File: config.mk
export PLATFORM = sky130hd
export DESIGN_NAME = muldiv_unit
export DESIGN_NICKNAME = d
export VERILOG_FILES = /design/src/rtl/muldiv_unit_pkg.sv /design/src/rtl/muldiv_unit_div_iter.sv /design/src/rtl/muldiv_unit.sv
export SDC_FILE = /design/constraint.sdc
export NUM_CORES = 2
export LEC_CHECK = 0
export ABC_AREA = 1
export BUFFER_PORTS_ARGS = -buffer_cell sky130_fd_sc_hd__buf_2
export CORE_AREA = 2 2 432 391
export CTS_CLUSTER_DIAMETER = 200
export CTS_CLUSTER_SIZE = 14
export DETAILED_ROUTE_END_ITERATION = 10
export DIE_AREA = 0 0 434 393
export GPL_TIMING_DRIVEN = 0
export HOLD_SLACK_MARGIN = 0.15
export MAX_ROUTING_LAYER = met4
export PLACE_DENSITY_LB_ADDON = 0.1
export SLEW_MARGIN = 20
export SYNTH_ARGS = -nofsm -noshare
export SYNTH_HDL_FRONTEND = slang
export SYNTH_SLANG_ARGS = --single-unit
File: constraint.sdc
create_clock -name clk -period 21.8 [get_ports clk]
set_clock_uncertainty 0.2 [all_clocks]
set_input_delay 0 -clock clk [delete_from_list [all_inputs] [get_ports clk]]
set_output_delay 0 -clock clk [all_outputs]
set_load 0.02 [all_outputs]
File: src/rtl/muldiv_unit_pkg.sv
// Shared defines: ALU op codes plus the multiply/divide unit op and state encodings.
package muldiv_unit_pkg;

  localparam int unsigned ALU_OP_W = 4;
  localparam int unsigned MD_OP_W  = 3;
  localparam int unsigned MD_ST_W  = 2;

  typedef enum logic [ALU_OP_W-1:0] {
    ALU_ADD  = 4'd0,
    ALU_SUB  = 4'd1,
    ALU_AND  = 4'd2,
    ALU_OR   = 4'd3,
    ALU_XOR  = 4'd4,
    ALU_SLT  = 4'd5,
    ALU_SLTU = 4'd6,
    ALU_SLL  = 4'd7,
    ALU_SRL  = 4'd8,
    ALU_SRA  = 4'd9
  } alu_op_e;

  // Bit 0 clear selects the signed flavour of every operation.
  typedef enum logic [MD_OP_W-1:0] {
    MD_MULT  = 3'd0,
    MD_MULTU = 3'd1,
    MD_DIV   = 3'd2,
    MD_DIVU  = 3'd3,
    MD_MADD  = 3'd4,
    MD_MADDU = 3'd5,
    MD_MSUB  = 3'd6,
    MD_MSUBU = 3'd7
  } md_op_e;

  typedef enum logic [MD_ST_W-1:0] {
    ST_IDLE = 2'd0,
    ST_MUL  = 2'd1,
    ST_DIV  = 2'd2,
    ST_FIN  = 2'd3
  } md_state_e;

  function automatic logic op_is_div(input md_op_e op);
    return (op == MD_DIV) || (op == MD_DIVU);
  endfunction

  function automatic logic op_is_signed(input md_op_e op);
    return ~op[0];
  endfunction

  function automatic logic op_is_acc(input md_op_e op);
    return op[2];
  endfunction

  function automatic logic op_is_sub(input md_op_e op);
    return op[2] & op[1];
  endfunction

endpackage

File: src/rtl/muldiv_unit_div_iter.sv
// Restoring radix-2 divider iteration: partial remainder, quotient shift and step counter.
module div_iter
  import muldiv_unit_pkg::*;
#(
  parameter int unsigned WIDTH = 32
) (
  input  logic             clk,
  input  logic             resetn,
  input  logic             load,
  input  logic             step,
  input  logic [WIDTH-1:0] dividend,
  input  logic [WIDTH-1:0] divisor,
  output logic [WIDTH-1:0] quo_nxt_c,
  output logic [WIDTH-1:0] rem_nxt_c,
  output logic             last_c
);

  localparam int unsigned CNT_W = $clog2(WIDTH);

  logic [WIDTH-1:0] rem_q;
  logic [WIDTH-1:0] quo_q;
  logic [WIDTH-1:0] dsr_q;
  logic [CNT_W-1:0] cnt_q;
  logic [WIDTH:0]   shifted_c;
  logic [WIDTH:0]   diff_c;

  // One iteration: shift in the next dividend bit, subtract if it fits.
  always_comb begin
    shifted_c = {rem_q, quo_q[WIDTH-1]};
    diff_c    = shifted_c - {1'b0, dsr_q};
    rem_nxt_c = shifted_c[WIDTH-1:0];
    quo_nxt_c = {quo_q[WIDTH-2:0], 1'b0};
    if (!diff_c[WIDTH]) begin
      rem_nxt_c = diff_c[WIDTH-1:0];
      quo_nxt_c = {quo_q[WIDTH-2:0], 1'b1};
    end
    last_c = (cnt_q == CNT_W'(WIDTH - 1));
  end

  always_ff @(posedge clk or negedge resetn) begin
    if (!resetn) begin
      rem_q <= '0;
      quo_q <= '0;
      dsr_q <= '0;
      cnt_q <= '0;
    end else if (load) begin
      rem_q <= '0;
      quo_q <= dividend;
      dsr_q <= divisor;
      cnt_q <= '0;
    end else if (step) begin
      rem_q <= rem_nxt_c;
      quo_q <= quo_nxt_c;
      cnt_q <= cnt_q + CNT_W'(1);
    end
  end

endmodule

File: src/rtl/muldiv_unit.sv
// Multi-cycle multiply / multiply-accumulate / divide unit with a {hi, lo} result.
module muldiv_unit
  import muldiv_unit_pkg::*;
#(
  parameter int unsigned WIDTH   = 32,
  parameter int unsigned MUL_LAT = 2
) (
  input  logic               clk,
  input  logic               resetn,
  input  logic               start,
  input  logic [2:0]         op,
  input  logic [WIDTH-1:0]   a,
  input  logic [WIDTH-1:0]   b,
  input  logic [2*WIDTH-1:0] hilo_i,
  input  logic               cancel,
  output logic               busy,
  output logic               done,
  output logic [2*WIDTH-1:0] result
);

  localparam int unsigned DW    = 2 * WIDTH;
  localparam int unsigned LAT_W = (MUL_LAT > 1) ? $clog2(MUL_LAT) : 1;

  md_state_e        state_q;
  md_op_e           op_q;
  logic [WIDTH-1:0] a_q;
  logic [WIDTH-1:0] b_q;
  logic [DW-1:0]    hilo_q;
  logic [LAT_W-1:0] lat_cnt_q;

  md_op_e           op_in_c;
  logic             accept_c;
  logic             div_load_c;
  logic             div_step_c;
  logic [WIDTH-1:0] a_mag_c;
  logic [WIDTH-1:0] b_mag_c;
  logic [DW-1:0]    mul_a_c;
  logic [DW-1:0]    mul_b_c;
  logic [DW-1:0]    product_c;
  logic [DW-1:0]    mac_c;
  logic [WIDTH-1:0] quo_nxt_c;
  logic [WIDTH-1:0] rem_nxt_c;
  logic             div_last_c;
  logic [WIDTH-1:0] quo_fix_c;
  logic [WIDTH-1:0] rem_fix_c;

  // Request decode; cancel always beats a new start.
  always_comb begin
    op_in_c    = md_op_e'(op);
    accept_c   = start && !cancel && ((state_q == ST_IDLE) || (state_q == ST_FIN));
    div_load_c = accept_c && op_is_div(op_in_c) && (b != '0);
    div_step_c = (state_q == ST_DIV) && !cancel;
    a_mag_c    = (op_is_signed(op_in_c) && a[WIDTH-1]) ? -a : a;
    b_mag_c    = (op_is_signed(op_in_c) && b[WIDTH-1]) ? -b : b;
  end

  // Full-width product from the captured operands, then optional accumulate.
  always_comb begin
    mul_a_c   = op_is_signed(op_q) ? {{WIDTH{a_q[WIDTH-1]}}, a_q} : {{WIDTH{1'b0}}, a_q};
    mul_b_c   = op_is_signed(op_q) ? {{WIDTH{b_q[WIDTH-1]}}, b_q} : {{WIDTH{1'b0}}, b_q};
    product_c = mul_a_c * mul_b_c;
    mac_c     = product_c;
    if (op_is_acc(op_q)) begin
      mac_c = op_is_sub(op_q) ? (hilo_q - product_c) : (hilo_q + product_c);
    end
  end

  // Restore signs: quotient from a^b, remainder follows the dividend.
  always_comb begin
    quo_fix_c = quo_nxt_c;
    rem_fix_c = rem_nxt_c;
    if (op_is_signed(op_q) && (a_q[WIDTH-1] ^ b_q[WIDTH-1])) begin
      quo_fix_c = -quo_nxt_c;
    end
    if (op_is_signed(op_q) && a_q[WIDTH-1]) begin
      rem_fix_c = -rem_nxt_c;
    end
  end

  div_iter #(
    .WIDTH (WIDTH)
  ) u_div_iter (
    .clk       (clk),
    .resetn    (resetn),
    .load      (div_load_c),
    .step      (div_step_c),
    .dividend  (a_mag_c),
    .divisor   (b_mag_c),
    .quo_nxt_c (quo_nxt_c),
    .rem_nxt_c (rem_nxt_c),
    .last_c    (div_last_c)
  );

  always_ff @(posedge clk or negedge resetn) begin
    if (!resetn) begin
      state_q   <= ST_IDLE;
      op_q      <= MD_MULT;
      a_q       <= '0;
      b_q       <= '0;
      hilo_q    <= '0;
      lat_cnt_q <= '0;
      busy      <= 1'b0;
      done      <= 1'b0;
      result    <= '0;
    end else if (cancel) begin
      state_q <= ST_IDLE;
      busy    <= 1'b0;
      done    <= 1'b0;
    end else begin
      case (state_q)
        ST_MUL: begin
          if (lat_cnt_q == LAT_W'(MUL_LAT - 1)) begin
            state_q <= ST_FIN;
            busy    <= 1'b0;
            done    <= 1'b1;
            result  <= mac_c;
          end else begin
            lat_cnt_q <= lat_cnt_q + LAT_W'(1);
          end
        end
        ST_DIV: begin
          if (div_last_c) begin
            state_q <= ST_FIN;
            busy    <= 1'b0;
            done    <= 1'b1;
            result  <= {rem_fix_c, quo_fix_c};
          end
        end
        default: begin
          // IDLE and FIN both accept a new request.
          busy <= 1'b0;
          done <= 1'b0;
          if (accept_c) begin
            op_q      <= op_in_c;
            a_q       <= a;
            b_q       <= b;
            hilo_q    <= hilo_i;
            lat_cnt_q <= '0;
            if (!op_is_div(op_in_c)) begin
              state_q <= ST_MUL;
              busy    <= 1'b1;
            end else if (b == '0) begin
              state_q <= ST_FIN;
              done    <= 1'b1;
              result  <= {a, {WIDTH{1'b1}}};
            end else begin
              state_q <= ST_DIV;
              busy    <= 1'b1;
            end
          end else begin
            state_q <= ST_IDLE;
          end
        end
      endcase
    end
  end

endmodule

==> impl_metrics.csv <==
group,metric,value,unit
global_routing,grt_overflow,0,
sta,rsz0062_at_grt,"false",
detailed_routing,dr.first_iter.drc_count,7312,
synthesis,synth_fp_nets,11880,
sta,whs,181.9,ps
critical_path,timing.rr.start,"op_q[0]",
layout,area_growth,9.831,%
global_routing,grt_pass1_vias,69150,
synthesis,yosysWarningCount,0,
clock_network,cts.repair.resized,0,
floorplanning,die_w,434,µm
critical_path,worst_ep_arrival_time,16360,ps
hold_path,hold_depth,4,
critical_path,endpoint_kind,"flop",
global_routing,grt_max_degree,93,
sta,fmax,62.44,MHz
synthesis,yosys-top-cells-count,"2753 x inv_1, 2500 x nand2_1, 1435 x fa_1, 507 x nor2_1, 404 x ha_1",
critical_path,r2r_end,"result[54]",
sta,max_slew.worst_pin.slew,1296,ps
detailed_routing,drc,0,
job,max-cap-violations,0,
clock_network,htreeDepth,1,
layout,final_nets,12380,
hold_path,hp-start,"b[2]",
critical_path,timing.reg2reg.setup_slack,5780,ps
synthesis,syn_inst,9910,
placement,post_dp_cell_area,78460,µm²
critical_path,critPathRequiredTime,22150,ps
synthesis,synth_flop_cell,"dfrtp_1",
placement,place.gp.congestion,1.056,
critical_path,crit_top_cell,"inv_1",
global_routing,grt_use_total,40.60,%
synthesis,synth_top_area_share,38.56,%
detailed_routing,drt-total-wl,332500,µm
floorplanning,core_area,165900,µm²
layout,fill_cells,16900,
floorplanning,rows,142,
synthesis,synth_area_leader_cell,"fa_1",
global_routing,antenna_found_initial,13,
critical_path,crit_type,"reg -> reg",
detailed_routing,via_per_inst,5.333,
synthesis,ys_seq_area_share,10.11,%
clock_network,cts_inserted_buffers,25,
floorplanning,die-area,170600,µm²
placement,io_buffers,200,
synthesis,syn-mean-instance-area,7.517,µm²
synthesis,netlist_area,74500,µm²
sta,fin_crit_sh,73.47,%
layout,regArea,7532,µm²
clock_network,cts_buffer_depth,3,
sta,slew_viol_final,0,
layout,fin_util,49.30,%
floorplanning,die-height,393,µm
global_routing,grt_first_pass_wirelength,478800,µm
placement,hpwl,284700,µm
outcome,status,"finished clean",
critical_path,path_max_fanout,10,
hold_path,hold_class,"in -> reg",
detailed_routing,drt-pass1-iter-count,8,
sta,maxSlewHeadroom,13.60,%
floorplanning,ios,201,
synthesis,ys_ff_latch,301,
detailed_routing,wl_per_cell,26.29,µm
layout,multi_input_comb_area,55060,µm²
sta,period_minus_slack,16020,ps
hold_path,min_to,"b_q[2]",
sta,hold_viol,0,
critical_path,ff2ff_path_depth,58,
critical_path,cp_slowest_stage_delay,810,ps
clock_network,root_buffer,"clkbuf_16",
floorplanning,initial_core_util,44.89,%
layout,fin_area,81820,µm²
clock_network,insertion_delay,640,ps
layout,drive_gt1_share,3.881,%
sta,tns,0,ps
critical_path,crit_path_start_kind,"flop",
detailed_routing,dr_total_vias,67450,
clock_network,cts_setup_buffers,0,
clock_network,cts_sinks,301,
sta,setup_violations,0,
synthesis,async_flop_share,100.0,%
synthesis,synth_area_leaders,"fa_1 39%, inv_1 14%, nand2_1 13%",
synthesis,synth_edf_count,0,
synthesis,yosysMostFrequentCell,"inv_1",
synthesis,ys_types,64,
detailed_routing,ant_nets,0,
clock_network,cts_hold_buf,267,
clock_network,clk_pin_slew_worst_paths,90,ps
critical_path,cpMaxStageDelayCell,"buf_1",
clock_network,tritoncts,"done",
## per-stage QoR
stage | worst slack (ps) | cells
final | 5784 | 12650
after global routing | 5270 | 12650
after CTS | 6067 | 12640
after detailed placement | 6142 | 12350
after global placement | 5355 | 12340
after floorplan | 10870 | 9910
## placed cells by master (no fill, tap or decap), drive strengths merged, types with 243 or more instances in the layout
cell type / n
inv: 2773
nand2: 2515
fa: 1435
nor2: 527
ha: 404
o21ai: 380
clkbuf: 373
dfrtp: 301
a21oi: 291
dlygate4sd3: 266
buf: 243
## state kept, by name, indices dropped and copies added, names as in the netlist
register,flops
u_div_iter.quo_q,32
done,1
op_q,3
u_div_iter.cnt_q,5
result,64
u_div_iter.rem_q,32
a_q,32
state_q,2
busy,1
hilo_q,64
b_q,32
u_div_iter.dsr_q,32
lat_cnt_q,1
## worst max path at each step
| stage | from | end | slack [ps] | depth (start not counted) |
|---|---|---|---|---|
| 3_5_place_dp | b_q[31] | result[52] | 6140 | 51 |
| 3_3_place_gp | op_q[0] | result[61] | 5350 | 54 |
| 5_1_grt | b_q[31] | result[54] | 5270 | 55 |
| 4_1_cts | b_q[31] | result[52] | 6070 | 51 |
| 2_1_floorplan | op_q[0] | result[63] | 10870 | 56 |
| 6_report | op_q[0] | result[54] | 5780 | 58 |
## cells by family after synthesis
| kind of cell | Yosys count | synth area share (%) |
|---|---|---|
| AO/OA/AOI/OAI | 925 | 7.247 |
| XOR/XNOR | 221 | 2.629 |
| adder cells (fa/ha/maj) | 1839 | 45.35 |
| buffers and inverters | 3157 | 16.00 |
| flip-flops | 301 | 10.11 |
| AND/OR/NAND/NOR | 3467 | 18.67 |
## worst max-delay path: cells and delay by family (launching register included)
family / cells / cell delay [ps]
flip-flops: 1 / 340
buffers and inverters: 16 / 3260
AO/OA/AOI/OAI: 4 / 1370
XOR/XNOR: 2 / 250
adder cells (fa/ha/maj): 12 / 6380
AND/OR/NAND/NOR: 24 / 4050
## per-layer routing
metal / routed length, µm / share of wire (%) / vias to the layer above / track usage [%]
li1: - / - / 29820 / -
met1: 137200 / 41 / 33810 / 53.05
met2: 145900 / 44 / 3158 / 61.37
met3: 28360 / 8.5 / 671 / 6.608
met4: 21020 / 6.3 / 0 / 20.14
met5: 0 / 0 / - / -
## area by class of cell
class / count / share of cell area [%]
plain buffers: 385 / 1.896
clock inverters: 2 / 0.03517
diodes: 6 / 0.01835
well taps: 2232 / 3.413
flip-flops and latches: 301 / 9.206
clock buffers: 25 / 0.7646
multi-input cells: 6452 / 67.29
repair buffers: 472 / 4.658
inverters: 2772 / 12.72
Power is not shown: default switching activity piles up to over one toggle a cycle in this logic, so the estimate is an artifact.
